File: src/rtl/aes_byte_loader_pkg.sv
// aes_byte_loader_pkg: shared widths and FSM state encodings for the AES byte loader
package aes_byte_loader_pkg;

    localparam int AES_W       = 128;
    localparam int BLOCK_BYTES = 16;
    localparam int CNT_W       = $clog2(BLOCK_BYTES);

    typedef enum logic [1:0] {
        S_LOAD_KEY  = 2'd0,
        S_LOAD_DATA = 2'd1,
        S_FIRE      = 2'd2,
        S_WAIT      = 2'd3
    } state_e;

endpackage

File: src/rtl/aes_byte_shifter.sv
// aes_byte_shifter: MSB-first byte assembler with a byte counter and a 16th-byte wrap flag
module aes_byte_shifter
    import aes_byte_loader_pkg::*;
(
    input  logic         clk,
    input  logic         rst,
    input  logic         clr_i,
    input  logic         shift_i,
    input  logic [7:0]   byte_i,
    output logic [127:0] next_o,
    output logic         wrap_o
);

    // Only the first 15 bytes need storing; the 16th arrives on byte_i at commit time.
    logic [AES_W-9:0] acc_q, acc_d;
    logic [CNT_W-1:0] cnt_q, cnt_d;

    assign next_o = {acc_q, byte_i};
    assign wrap_o = shift_i && (cnt_q == CNT_W'(BLOCK_BYTES - 1));

    // Shift in accepted bytes; clear wins over shift; the counter wraps naturally.
    always_comb begin
        acc_d = clr_i ? '0 : shift_i ? next_o[AES_W-9:0] : acc_q;
        cnt_d = clr_i ? '0 : shift_i ? cnt_q + 1'b1 : cnt_q;
    end

    // Assembly register and byte counter.
    always_ff @(posedge clk or posedge rst) begin
        if (rst) begin
            acc_q <= '0;
            cnt_q <= '0;
        end else begin
            acc_q <= acc_d;
            cnt_q <= cnt_d;
        end
    end

endmodule

File: src/rtl/aes_byte_loader.sv
// aes_byte_loader: byte-serial key/block loader with start/done handshake; AES_LOADER_KEEP_KEY_EN adds key_keep
module aes_byte_loader
    import aes_byte_loader_pkg::*;
(
    input  logic         clk,
    input  logic         rst,
    input  logic         in_valid,
    input  logic [7:0]   in_data,
    output logic         in_ready,
    input  logic         flush,
    input  logic         core_done,
`ifdef AES_LOADER_KEEP_KEY_EN
    input  logic         key_keep,
`endif
    output logic [127:0] key_out,
    output logic [127:0] block_out,
    output logic         start,
    output logic         busy
);

    state_e       state_q, state_d, resume_state;
    logic [127:0] key_q, key_d, block_q, block_d, asm_next;
    logic         shift, wrap;

    // Flush drops any byte offered in the same cycle.
    assign in_ready  = (state_q == S_LOAD_KEY) || (state_q == S_LOAD_DATA);
    assign shift     = in_valid && in_ready && !flush;
    assign start     = state_q == S_FIRE;
    assign busy      = (state_q == S_FIRE) || (state_q == S_WAIT);
    assign key_out   = key_q;
    assign block_out = block_q;

`ifdef AES_LOADER_KEEP_KEY_EN
    assign resume_state = key_keep ? S_LOAD_DATA : S_LOAD_KEY;
`else
    assign resume_state = S_LOAD_KEY;
`endif

    aes_byte_shifter u_shift (
        .clk     (clk),
        .rst     (rst),
        .clr_i   (flush),
        .shift_i (shift),
        .byte_i  (in_data),
        .next_o  (asm_next),
        .wrap_o  (wrap)
    );

    // Next state and commits; flush overrides every transition.
    always_comb begin
        state_d = state_q;
        key_d   = key_q;
        block_d = block_q;
        if (flush) begin
            state_d = S_LOAD_KEY;
        end else begin
            case (state_q)
                S_LOAD_KEY: if (wrap) begin
                    key_d   = asm_next;
                    state_d = S_LOAD_DATA;
                end
                S_LOAD_DATA: if (wrap) begin
                    block_d = asm_next;
                    state_d = S_FIRE;
                end
                S_FIRE: state_d = S_WAIT;
                default: if (core_done) state_d = resume_state;
            endcase
        end
    end

    // State and committed key/block registers.
    always_ff @(posedge clk or posedge rst) begin
        if (rst) begin
            state_q <= S_LOAD_KEY;
            key_q   <= '0;
            block_q <= '0;
        end else begin
            state_q <= state_d;
            key_q   <= key_d;
            block_q <= block_d;
        end
    end

endmodule
File: config.mk
export PLATFORM = sky130hd
export DESIGN_NAME = aes_byte_loader
export DESIGN_NICKNAME = d
export VERILOG_FILES = /design/src/rtl/aes_byte_loader_pkg.sv /design/src/rtl/aes_byte_shifter.sv /design/src/rtl/aes_byte_loader.sv
export SDC_FILE = /design/constraint.sdc
export NUM_CORES = 1
export LEC_CHECK = 0
export CAP_MARGIN = 20
export CORE_UTILIZATION = 45
export DETAILED_ROUTE_END_ITERATION = 12
export PLACE_DENSITY = 0.7
export SYNTH_ARGS = -nofsm -noshare
export SYNTH_HDL_FRONTEND = slang
export SYNTH_HIERARCHICAL = 1
export SYNTH_SLANG_ARGS = --single-unit
File: constraint.sdc
create_clock -name clk -period 24.9 [get_ports clk]
set_clock_uncertainty 0.15 [all_clocks]
set_input_delay 3.735 -clock clk [delete_from_list [all_inputs] [get_ports clk]]
set_output_delay 3.735 -clock clk [all_outputs]
set_load 0.1 [all_outputs]
# Word-level counts from Yosys, hierarchy flattened
# Index checks and enable logic that the tools add are counted.
[op_classes]
addsub = 1
n_eq_ne = 6
muxes = 9
n_bitwise = 1
n_reduce_logical = 12
[op_table]
columns = ["op", "count"]
rows = [
  ["120-bit 2-to-1 mux", 2],
  ["3-bit AND reduction", 3],
  ["2-bit 2-to-1 mux", 4],
  ["4-bit 2-to-1 mux", 2],
  ["3-bit by 2-bit inequality test with 1-bit output, second input constant", 2],
  ["2-bit one-hot mux with 3 select lines", 1],
  ["5-bit nonzero test", 1],
  ["4-bit by 1-bit adder with 4-bit output, second input constant", 1],
  ["2-bit == test, second input constant", 2],
  ["4-bit == test, second input constant", 1],
  ["1-bit logical AND", 3],
  ["2-bit by 1-bit == test with 1-bit output, second input constant", 1],
  ["2-bit zero test", 1],
  ["1-bit logical OR", 2],
  ["2-bit nonzero test", 1],
  ["1-bit zero test", 1],
  ["1-bit NOT", 1],
]
[word_totals]
regBits = 382
elab_cells = 34

# Depth between registers and ports, before layout
[logic_depth]
ltp_word = 8
ltp_mapped = 12
depth_no_buf = 8

# Modules after synthesis
# The synthesis kept the hierarchy.
[by_module_without_submodules]
columns = ["mod", "n_inst", "cells_each", "area_per_inst_um2", "seq_area_each_um2"]
rows = [
  ["aes_byte_loader", 1, 565, 9821.9, 6456.2],
  ["aes_byte_shifter", 1, 414, 5106.1, 3103.0],
]

# Worst setup path after synthesis
# Ideal clock, no wire load.
[synth_timing]
kind = "reg2out"
start = "register state_q[0]"
end = "output port busy"
t_arrival_ps = 1905
required_time_ps = 21015
setup_slack_ps = 19110
path_stages_with_launch = 4
path_cell_list = "dfrtp_1 -> inv_1 -> ha_1 -> or2_2"
[synth_via]
elab_chain_len = 2
elab_cells_between_ends = 3
classes_between = "2 x eq/ne; 1 x reduce/logical"
[synth_rtl]
columns = ["item", "line", "text"]
rows = [
  ["from (decl)", "aes_byte_loader.sv:21", "state_e state_q, state_d, resume_state;"],
  ["from (signal assigned)", "aes_byte_loader.sv:79", "state_q <= state_d;"],
  ["2-bit == test", "-", ""],
  ["via start", "aes_byte_loader.sv:17", "output logic start,"],
  ["1-bit logical OR", "aes_byte_loader.sv:29", "assign busy = (state_q == S_FIRE) || (state_q == S_WAIT);"],
  ["to (decl)", "aes_byte_loader.sv:18", "output logic busy"],
]
# The timed path passes the listed nets, and every way through them passes these cells.

# Worst setup path after layout
[layout_timing]
start = "input port flush"
end = "register block_q[127] (netlist: block_out[127])"
[layout_via]
elab_chain_len = 4
elab_cells_between_ends = 5
classes_between = "1 x bitwise; 4 x reduce/logical"
[layout_rtl]
columns = ["item", "line", "text"]
rows = [
  ["from (decl)", "aes_byte_loader.sv:10", "input logic flush,"],
  ["1-bit zero test", "aes_byte_loader.sv:27", "assign shift = in_valid && in_ready && !flush;"],
  ["1-bit logical AND", "aes_byte_loader.sv:27", ""],
  ["via shift", "aes_byte_loader.sv:23", "logic shift, wrap;"],
  ["1-bit logical AND", "aes_byte_shifter.sv:19", "assign wrap_o = shift_i && (cnt_q == CNT_W'(BLOCK_BYTES - 1));"],
  ["via wrap", "aes_byte_loader.sv:23", ""],
  ["3-bit AND reduction (no line)", "-", ""],
  ["to (signal assigned)", "aes_byte_loader.sv:81", "block_q <= block_d;"],
  ["to (decl)", "aes_byte_loader.sv:22", "logic [127:0] key_q, key_d, block_q, block_d, asm_next;"],
]
# The timed path passes the listed nets, and every way through them passes these cells.
# A chain may end at the register's enable or synchronous reset.

==> key figures <==
Outcome
  – Status: finished, final reports clean

Timing
  – Fmax: 0.140 GHz
  – Normalized max-slew margin: 0.237
  – Final Hold Viols: 0
  – Tmin final: 7.12 ns
  – RSZ-0062 raised after global routing: no
  – Setup slack after layout: 17.78 ns
  – Slew Viols, Final: 0
  – Setup TNS: 0 ns
  – # setup viols final: 0
  – Final Cycle Share: 0.286
  – Measured slew at the worst slew-check pin: 1.14 ns

Yosys
  – Mapped Avg Cell Area: 15.2 um2
  – Post-synthesis net count: 998
  – Sequential-to-total area share from yosys stat: 0.640
  – Syn. warnings: 6
  – Library cells used by synthesis: 26
  – Yosys top cell by area: dfrtp_1
  – Flops & latches, synth: 382
  – Post-Synthesis Cell Area: 14900 um2
  – Synth Instances: 979
  – Area contributors post-synth: dfrtp_1 64%, mux2_2 19%, mux2i_1 8.2%
  – Yosys top cell area share: 0.640

Placed design
  – Post-detail-place hpwl: 20600 um
  – Placed Area: 17700 um2
  – Worst slack at placement: 17.20 ns
  – PortBufs: 271
  – GPL Wtd Cong: 0.744

CTS
  – Num CTS Buffers: 41
  – Number of gates resized after CTS: 0
  – Post-CTS repair timing setup buffer count: 0
  – Clock tree buffer depth: 3
  – Root Buffer: clkbuf_16
  – TritonCTS sink count: 382
  – CTS tree: yes
  – Hold_buf cts: 0
  – Clk slew on worst S/H paths: 0.05 ns
  – H-tree levels: 2
  – Clock latency on the worst-skew pair: 0.53 ns

Floorplanning
  – Std cell rows: 66
  – Die H: 184 um
  – IO Pins: 272
  – CORE AREA: 32600 um2
  – Initial Util: 0.458
  – Area of the die: 33900 um2
  – Die X: 184 um

Power and ir drop
  – Switching pwr: 0.000261 W
  – Pwr Density: 66.4 nW/um2
  – Sw Share: 0.206
  – Pleak: 9.25 nW
  – Sequential share of power: 0.492
  – Clock network fraction of design power: 0.484
  – Max VDD drop: 44.8 uV
  – Internal power: 0.00101 W
  – Power share of the combinational group: 0.024

Worst setup path
  – Critical path class: primary input to flop
  – Crit-path max FO: 79
  – Crit. End Element: flop
  – Required time of the critical path: 25.14 ns
  – Startpoint Class: primary input
  – Worst EP arrival: 7.37 ns

Final layout
  – Design area: 19100 um2
  – Fin nets: 1256
  – Ant. Diodes: 0
  – Layout area overhead: 28.0%
  – Fraction of layout cells with a size suffix above 1: 0.266
  – Fin util: 0.586

Global routing
  – Largest net degree at the start of global routing: 138
  – Vias in the first global route: 8757
  – First-pass GRT wire length: 51700 um
  – Total grt overflow: 0
  – Global Route Usage Sum: 0.196
  – Initial antenna violation count: 0

Route
  – DRC Markers: 0
  – DR vias/cell: 5.02
  – WL final: 32700 um
  – Initial DRC count: 364
  – Routed vias: 8589
  – DRT Pass-1 Iters: 5
  – Antenna viol nets, final: 0
  – Avg WL per Cell: 19.1 um

Min path
  – Hold Path Class: flop to flop

Job
  – Maxcap violations: 0
[routing by layer]
layer | global-route usage | part of all wire
met1 | 0.267 | 0.44
met2 | 0.309 | 0.47
met3 | 0.0567 | 0.072
met4 | 0.0473 | 0.017
met5 | 0 | 0
[cell type report]
type,count,area (um2)
Clock buffer,65,1260
Clock inverter,9,124
Fill cell,2584,13500
Inverter,4,27.5
Multi-Input combinational cell,529,4810
Sequential cell,382,9560
Tap cell,442,553
Timing Repair Buffer,279,2770
[power by group through the flow]
| stage | clock network, W | logic [W] | registers (W) |
|---|---|---|---|
| 6_report | 0.000614 | 0.0000308 | 0.000624 |
| 5_1_grt | 0.000658 | 0.0000347 | 0.000623 |
| 4_1_cts | 0.000629 | 0.0000323 | 0.000623 |
| 3_5_place_dp | 0 | 0.0000323 | 0.000635 |
| 3_3_place_gp | 0 | 0.0000320 | 0.000635 |
| 2_1_floorplan | 0 | 0.0000246 | 0.000634 |
[cell usage after synthesis]
cell type    n
buf_4       17
nand3b_1     1
o21ai_0      1
o311a_1      1
inv_1        4
a211oi_1     1
nor2b_1      1
dfrtp_1    382
buf_6       33
and4_1       1
nand2b_1     2
or2_2        2
xnor2_1      1
mux2i_1    122
mux2_2     257
nor2b_2      1
o31ai_1      1
nor2_1     125
and3b_1      1
buf_2        8
nand2_1      2
nand4_1      1
a21oi_1      1
clkbuf_1     6
ha_1         6
a21bo_2      1
[worst paths after layout]
kind | cells past startpoint | startpoint | slack (ns) | end
min in group asynchronous | 2 | rst | 3.69 | u_shift/acc_q[71]
worst min register to register | 1 | key_out[14] | 0.35 | key_out[14]
worst max register to register | 9 | state_q[0] | 20.53 | block_out[127]
worst max-delay path | 7 | flush | 17.78 | block_out[127]
worst min-delay path | 1 | key_out[14] | 0.35 | key_out[14]
max in group asynchronous | 4 | rst | 18.60 | key_out[24]
[registers in the layout, indices dropped and copies added (netlist names)]
register       cells
u_shift/acc_q    120
block_out        128
u_shift/cnt_q      4
state_q            2
key_out          128
[logic make-up after synthesis]
logic type,after synthesis,synth area share
AND/OR/NAND/NOR,137,0.0367
buffers and inverters,68,0.0386
flip-flops,382,0.640
XOR/XNOR,1,0.000587
AO/OA/AOI/OAI,6,0.00302
multiplexers,379,0.276
adder cells (fa/ha/maj),6,0.00503
[critical path, cell delays in order]
cell	delay, ns
buf_4	0.53
and3b_4	0.47
and4_1	0.29
nor2b_2	0.18
nand2_4	0.59
buf_4	0.89
mux2_2	0.43
[per-stage QoR]
| step | cells | hold slack (ns) | power (W) |
|---|---|---|---|
| 6_report | 1710 | 0.350 | 0.00127 |
| 3_3_place_gp | 1636 | 0.337 | 0.000667 |
| 3_5_place_dp | 1636 | 0.341 | 0.000667 |
| 4_1_cts | 1710 | 0.355 | 0.00129 |
| 5_1_grt | 1710 | 0.366 | 0.00132 |
| 2_1_floorplan | 979 | 0.349 | 0.000659 |
[cells in the final DEF, fill, tap and decap left out, types with 2 or more instances in the layout]
master and n:
buf_4 9, bufinv_16 3, clkbuf_1 12, clkbuf_16 43, clkbuf_8 10, clkdlybuf4s50_1 270, clkinv_2 5, dfrtp_1 382
ha_1 6, inv_1 2, inv_6 2, mux2_2 257, mux2i_1 122, nand2_4 2, nand2b_1 2, nor2_1 125
or2_2 2
Note: power is estimated with default switching activity, not from simulation.
==> variant 1: new RTL, config.mk and constraints unchanged <==
Make the reset (`rst`) synchronous in 2 clocked blocks.
--- a/src/rtl/aes_byte_shifter.sv
+++ b/src/rtl/aes_byte_shifter.sv
@@ -26,5 +26,5 @@
 
     // Assembly register and byte counter.
-    always_ff @(posedge clk or posedge rst) begin
+    always_ff @(posedge clk) begin
         if (rst) begin
             acc_q <= '0;
--- a/src/rtl/aes_byte_loader.sv
+++ b/src/rtl/aes_byte_loader.sv
@@ -71,5 +71,5 @@
 
     // State and committed key/block registers.
-    always_ff @(posedge clk or posedge rst) begin
+    always_ff @(posedge clk) begin
         if (rst) begin
             state_q <= S_LOAD_KEY;
Function: no difference found for any inputs over 10 cycles, from zero or initial values and one cycle with rst high; that may be too few to reach the edited logic, so the function may still have changed.
==> variant 1 against the unedited design <==
  * Worst setup slack improved by 560 ps
  * Non-clock buffer count is 1 higher
  * Die area shrank 7.7%
  * Power decreased by 1.8%
  * Count of clock-buffer cells in the layout down 10
  * Sequential cell count stayed put
  * Sequential share of layout area shrank 6.5 points
  * Routed wire length increased by 5.6%
  * Register-to-register slack better by 820 ps
  * Maximum frequency grew 8.6%
  * Design area is 8.0% lower
  * Area after synthesis down 7.8%
  * Synthesized cell count rose by 59%
  * Highest routed layer is now met5
==> variant 1: results (changes against the unedited design) <==
[metrics] share of async-settable or async-resettable flops after synthesis: 0% (-100 points)
[metrics] Final Max Slew Viols: 0 (unchanged)
[metrics] last weighted congestion value of the routability-driven placer: 0.793 (+6.5%)
[metrics] port buffer count: 271 (unchanged)
[metrics] placed wire-length estimate after detailed placement: 21,700 um (+5.4%)
[metrics] First DRT Iteration DRCs: 796 (+120%)
[metrics] unique cell type count in the Yosys netlist: 30 (+15%)
[metrics] Post-CTS Setup Bufs: 0 (unchanged)
[metrics] slew at the pin with the worst max-slew slack: 1080 ps (-60.9 ps)
[metrics] buffer depth of the longest clock path: 3 (unchanged)
[metrics] root buffer selected by CTS: sky130_fd_sc_hd__clkbuf_16
[metrics] fill cell count: 2,644 (+2.3%)
[metrics] biggest cell delay along the critical path: 770 ps (-120 ps)
[metrics] largest net degree at the start of global routing: 162 (+17%)
[metrics] Total Routing Usage GR: 21.5% (+1.9 points)
[metrics] number of levels in the clock H-tree: 2 (unchanged)
[metrics] iteration count of the initial detailed-routing pass: 6 (+1)
[metrics] net count of the finished layout: 1,771 (+41%)
[metrics] synthesis warning total: 6 (unchanged)
[metrics] antenna violations before repair: 1 (+1)
[metrics] number of antenna repair diodes: 0 (unchanged)
[metrics] leakage dissipation: 5.80 nW (-37%)
[metrics] top cell types by occurrence after synthesis: sky130_fd_sc_hd__nand2_1, sky130_fd_sc_hd__dfxtp_1, sky130_fd_sc_hd__a21oi_1, sky130_fd_sc_hd__mux2i_1, sky130_fd_sc_hd__nor2_1
[metrics] register area share after synthesis: 55.5% (-8.5 points)
[metrics] Worst IR Drop VDD: 0.0480 mV (+7.1%)
[metrics] Synth Net Count: 1,570 (+57%)
[metrics] largest cells by area after synthesis: sky130_fd_sc_hd__dfxtp_1, sky130_fd_sc_hd__nand2_1, sky130_fd_sc_hd__a21oi_1
[metrics] worst-path maximum fanout: 68 (-14%)
[metrics] Worst-Skew Late Latency: about 520 ps
[metrics] fraction of final layout cells sized beyond drive strength 1: 6.22% (-20 points)
[metrics] status: finished clean
[metrics] Final Routed Wirelength: 34,500 um (+5.6%)
[metrics] via count of the first global-routing pass: 10,100 (+15%)
[metrics] number of vias after detailed routing: 11,000 (+28%)
[metrics] cts repair resizes: 0 (unchanged)
[metrics] Reg clk slew, reported paths: 60 ps
[metrics] Worst path slowest cell: sky130_fd_sc_hd__and3b_4
[metrics] global-route wire length before repair: 54,400 um (+5.3%)
[metrics] number of clock buffers inserted by TritonCTS: 40 (-2.4%)
[metrics] class of the most critical hold timing path: reg -> reg
variant 1: final timing paths:
check	startpoint	endpoint	slack (ps)	cells past startpoint
worst max-delay path	flush	key_out[49]	18340	7
worst min-delay path	block_out[10]	block_out[10]	300	2
worst max register to register	state_q[1]	key_out[49]	21350	9
worst min register to register	block_out[10]	block_out[10]	300	2
variant 1: critical path: cells and delay by family:
| family | cells | cell delay [ps] |
|---|---|---|
| buffers and inverters | 2 | 1270 |
| and+or+nand+nor | 4 | 1600 |
| AOI/OAI and AO/OA | 1 | 150 |
variant 1: through the flow:
step                hold WS [ps]  cell area, sq um  worst slack [ps]  instances  utilization [%]
floorplan                    294             13800             19200       1552                -
global placement             291             16200             17920       2101             54.3
detailed placement           296             16200             17810       2101             54.3
CTS                          303             17600             18340       2174             58.8
global route                 315             17600             18110       2174             58.8
finish                       303             17600             18340       2174             58.8
variant 1: routing by layer:
layer | wire, um | GRT usage, %
met1 | 15300 | 29.4
met2 | 16100 | 34.5
met3 | 2550 | 4.75
met4 | 552 | 5.28
met5 | 13 | 0
variant 1: kinds of logic (layout without fill, tap and decap cells):
logic type | count (synthesis) | count (layout) | synth area share (%)
simple gates | 653 | 653 | 19.1
flops | 382 | 382 | 55.5
compound gates | 263 | 263 | 9.64
buf+inv | 125 | 357 | 6.27
mux | 123 | 123 | 8.95
fa+ha+maj | 5 | 5 | 0.454
xor+xnor | 1 | 1 | 0.0636
variant 1: final cells by class:
cell class | count | area share, %
timing repair buffer | 280 | 15.9
clock buffer | 55 | 6.48
tap | 390 | 2.78
inverter | 4 | 0.0854
clock inverter | 18 | 1.27
sequential | 382 | 43.5
multi-input combinational | 1045 | 30.0
variant 1: power breakdown:
group          switching (mW)  internal, mW  total [mW]
sequential           0.000496         0.612       0.612
combinational          0.0173       0.00733      0.0246
clock                   0.236         0.373       0.608
==> variant 2: new RTL, same flow settings <==
Made on the original files. `BLOCK_BYTES`: 16 -> 32.
--- a/src/rtl/aes_byte_loader_pkg.sv
+++ b/src/rtl/aes_byte_loader_pkg.sv
@@ -3,5 +3,5 @@
 
     localparam int AES_W       = 128;
-    localparam int BLOCK_BYTES = 16;
+    localparam int BLOCK_BYTES = 32;
     localparam int CNT_W       = $clog2(BLOCK_BYTES);
 
Function: same outputs for any inputs over 10 cycles, from zero or initial values and one cycle with rst high; that may be too few to reach the edited logic, so the function may still have changed.
==> variant 2 against the unedited design <==
  * Power barely moved
  * Design area grew 0.26%
  * Routed wire length grew 3.8%
  * First-iteration DRC count decreased by 5.5%
  * Area after synthesis is 0.34% higher
  * Sequential power about the same
  * Sequential cell count is 1 higher
  * Worst setup slack improved by 110 ps
  * Register-to-register slack worse by 20 ps
==> variant 2: results (changes against the unedited design) <==
[metrics] Worst-Skew Late Latency: ~520 ps
[metrics] biggest cell delay along the critical path: 930 ps (+40 ps)
[metrics] port buffer count: 271 (unchanged)
[metrics] number of levels in the clock H-tree: 2 (unchanged)
[metrics] class of the most critical hold timing path: reg -> reg
[metrics] largest net degree at the start of global routing: 110 (-20%)
[metrics] worst-path maximum fanout: 75 (-5.1%)
[metrics] number of vias after detailed routing: 8,710 (+1.4%)
[metrics] Final Routed Wirelength: 33,900 um (+3.8%)
[metrics] area post-placement: 0.0178 sq mm (+0.31%)
[metrics] fraction of final layout cells sized beyond drive strength 1: 26.8% (+0.19 points)
[metrics] register area share after synthesis: 64.0% (about the same)
[metrics] last weighted congestion value of the routability-driven placer: 0.757 (+1.7%)
[metrics] iteration count of the initial detailed-routing pass: 4 (-1)
[metrics] number of antenna repair diodes: 0 (unchanged)
[metrics] top cell types by occurrence after synthesis: sky130_fd_sc_hd__dfrtp_1, sky130_fd_sc_hd__mux2_2, sky130_fd_sc_hd__nor2_1, sky130_fd_sc_hd__mux2i_1, sky130_fd_sc_hd__buf_6
[metrics] unique cell type count in the Yosys netlist: 28 (+7.7%)
[metrics] cell count after placement: 1,641 (+0.31%)
[metrics] Synth Net Count: 1,004 (+0.60%)
[metrics] Worst IR Drop VDD: 0.0481 mV (+7.3%)
[metrics] Placement Setup Slack: 17,320 ps (+118 ps)
[metrics] Total Routing Usage GR: 20.1% (+0.52 points)
[metrics] First DRT Iteration DRCs: 344 (-5.5%)
[metrics] Post-CTS Setup Bufs: 0 (unchanged)
[metrics] average vias per placed instance: 5.08 (+1.1%)
[metrics] buffer depth of the longest clock path: 3 (unchanged)
[metrics] Reg clk slew, reported paths: 60 ps
[metrics] antenna violations before repair: 0 (unchanged)
[metrics] net count of the finished layout: 1,262 (+0.48%)
[metrics] largest cells by area after synthesis: sky130_fd_sc_hd__dfrtp_1, sky130_fd_sc_hd__mux2_2, sky130_fd_sc_hd__mux2i_1
[metrics] cts repair resizes: 0 (unchanged)
[metrics] placed wire-length estimate after detailed placement: 21,700 um (+5.4%)
[metrics] Remaining Overflow, GRT: 0 (unchanged)
[metrics] worst path arrival time: 7270 ps (-100 ps)
[metrics] number of clock buffers inserted by TritonCTS: 41 (unchanged)
[metrics] post-synthesis cell count: 984 (+0.51%)
[metrics] leakage dissipation: 9.28 nW (+0.37%)
[metrics] global-route wire length before repair: 53,100 um (+2.7%)
[metrics] via count of the first global-routing pass: 8,965 (+2.4%)
[metrics] status: finished clean
[metrics] slew at the pin with the worst max-slew slack: 1110 ps (-31.7 ps)
[metrics] Worst path slowest cell: sky130_fd_sc_hd__buf_4
## variant 2: path summary, 6_finish.rpt
check,to,start,slack (ps)
worst max-delay path,block_out[62],flush,17890
worst min-delay path,block_out[30],block_out[30],350
worst max register to register,block_out[62],state_q[0],20510
worst min register to register,block_out[30],block_out[30],350
max in group asynchronous,key_out[93],rst,19270
min in group asynchronous,u_shift/acc_q[16],rst,3640
## variant 2: cells by family after synthesis
family / Yosys count / synth area share, %
buffers and inverters: 68 / 3.82
AND/OR/NAND/NOR: 139 / 3.71
flip-flops: 383 / 64.0
AO/OA/AOI/OAI: 6 / 0.301
adder cells (fa/ha/maj): 7 / 0.585
multiplexers: 380 / 27.5
XOR/XNOR: 1 / 0.0585
## variant 2: layer usage
| layer | routed length (um) | vias to the layer above | GRT usage (%) | part of all wire, % |
|---|---|---|---|---|
| met2 | 15600 | 240 | 30.8 | 46 |
| met1 | 14700 | 4505 | 27.3 | 43 |
| met4 | 605 | 0 | 4.53 | 1.8 |
| met5 | 0 | - | 0 | 0 |
| met3 | 2940 | 48 | 7.31 | 8.7 |
| li1 | - | 3917 | - | - |
## variant 2: worst max-delay path: cells and delay by family
kind	cells	cell delay, ps
and+or+nand+nor	4	1600
muxes	1	420
buffers and inverters	2	1370
## variant 2: area by class of cell
type                       instances  area (sq um)
fill                            2576         13500
sequential                       383          9580
clock buffer                      65          1270
inverter                           4          27.5
multi-input combinational        533          4840
clock inverter                    10           110
timing repair buffer             279          2770
tap                              442           553
## variant 2: report_power, final
group / leakage [nW] / switching [mW] / internal, mW / total (mW)
logic: 3.25 / 0.0230 / 0.00784 / 0.0308
registers: 5.35 / 0.00176 / 0.624 / 0.625
clock network: 0.681 / 0.242 / 0.369 / 0.611
total: 9.28 / 0.266 / 1.00 / 1.27
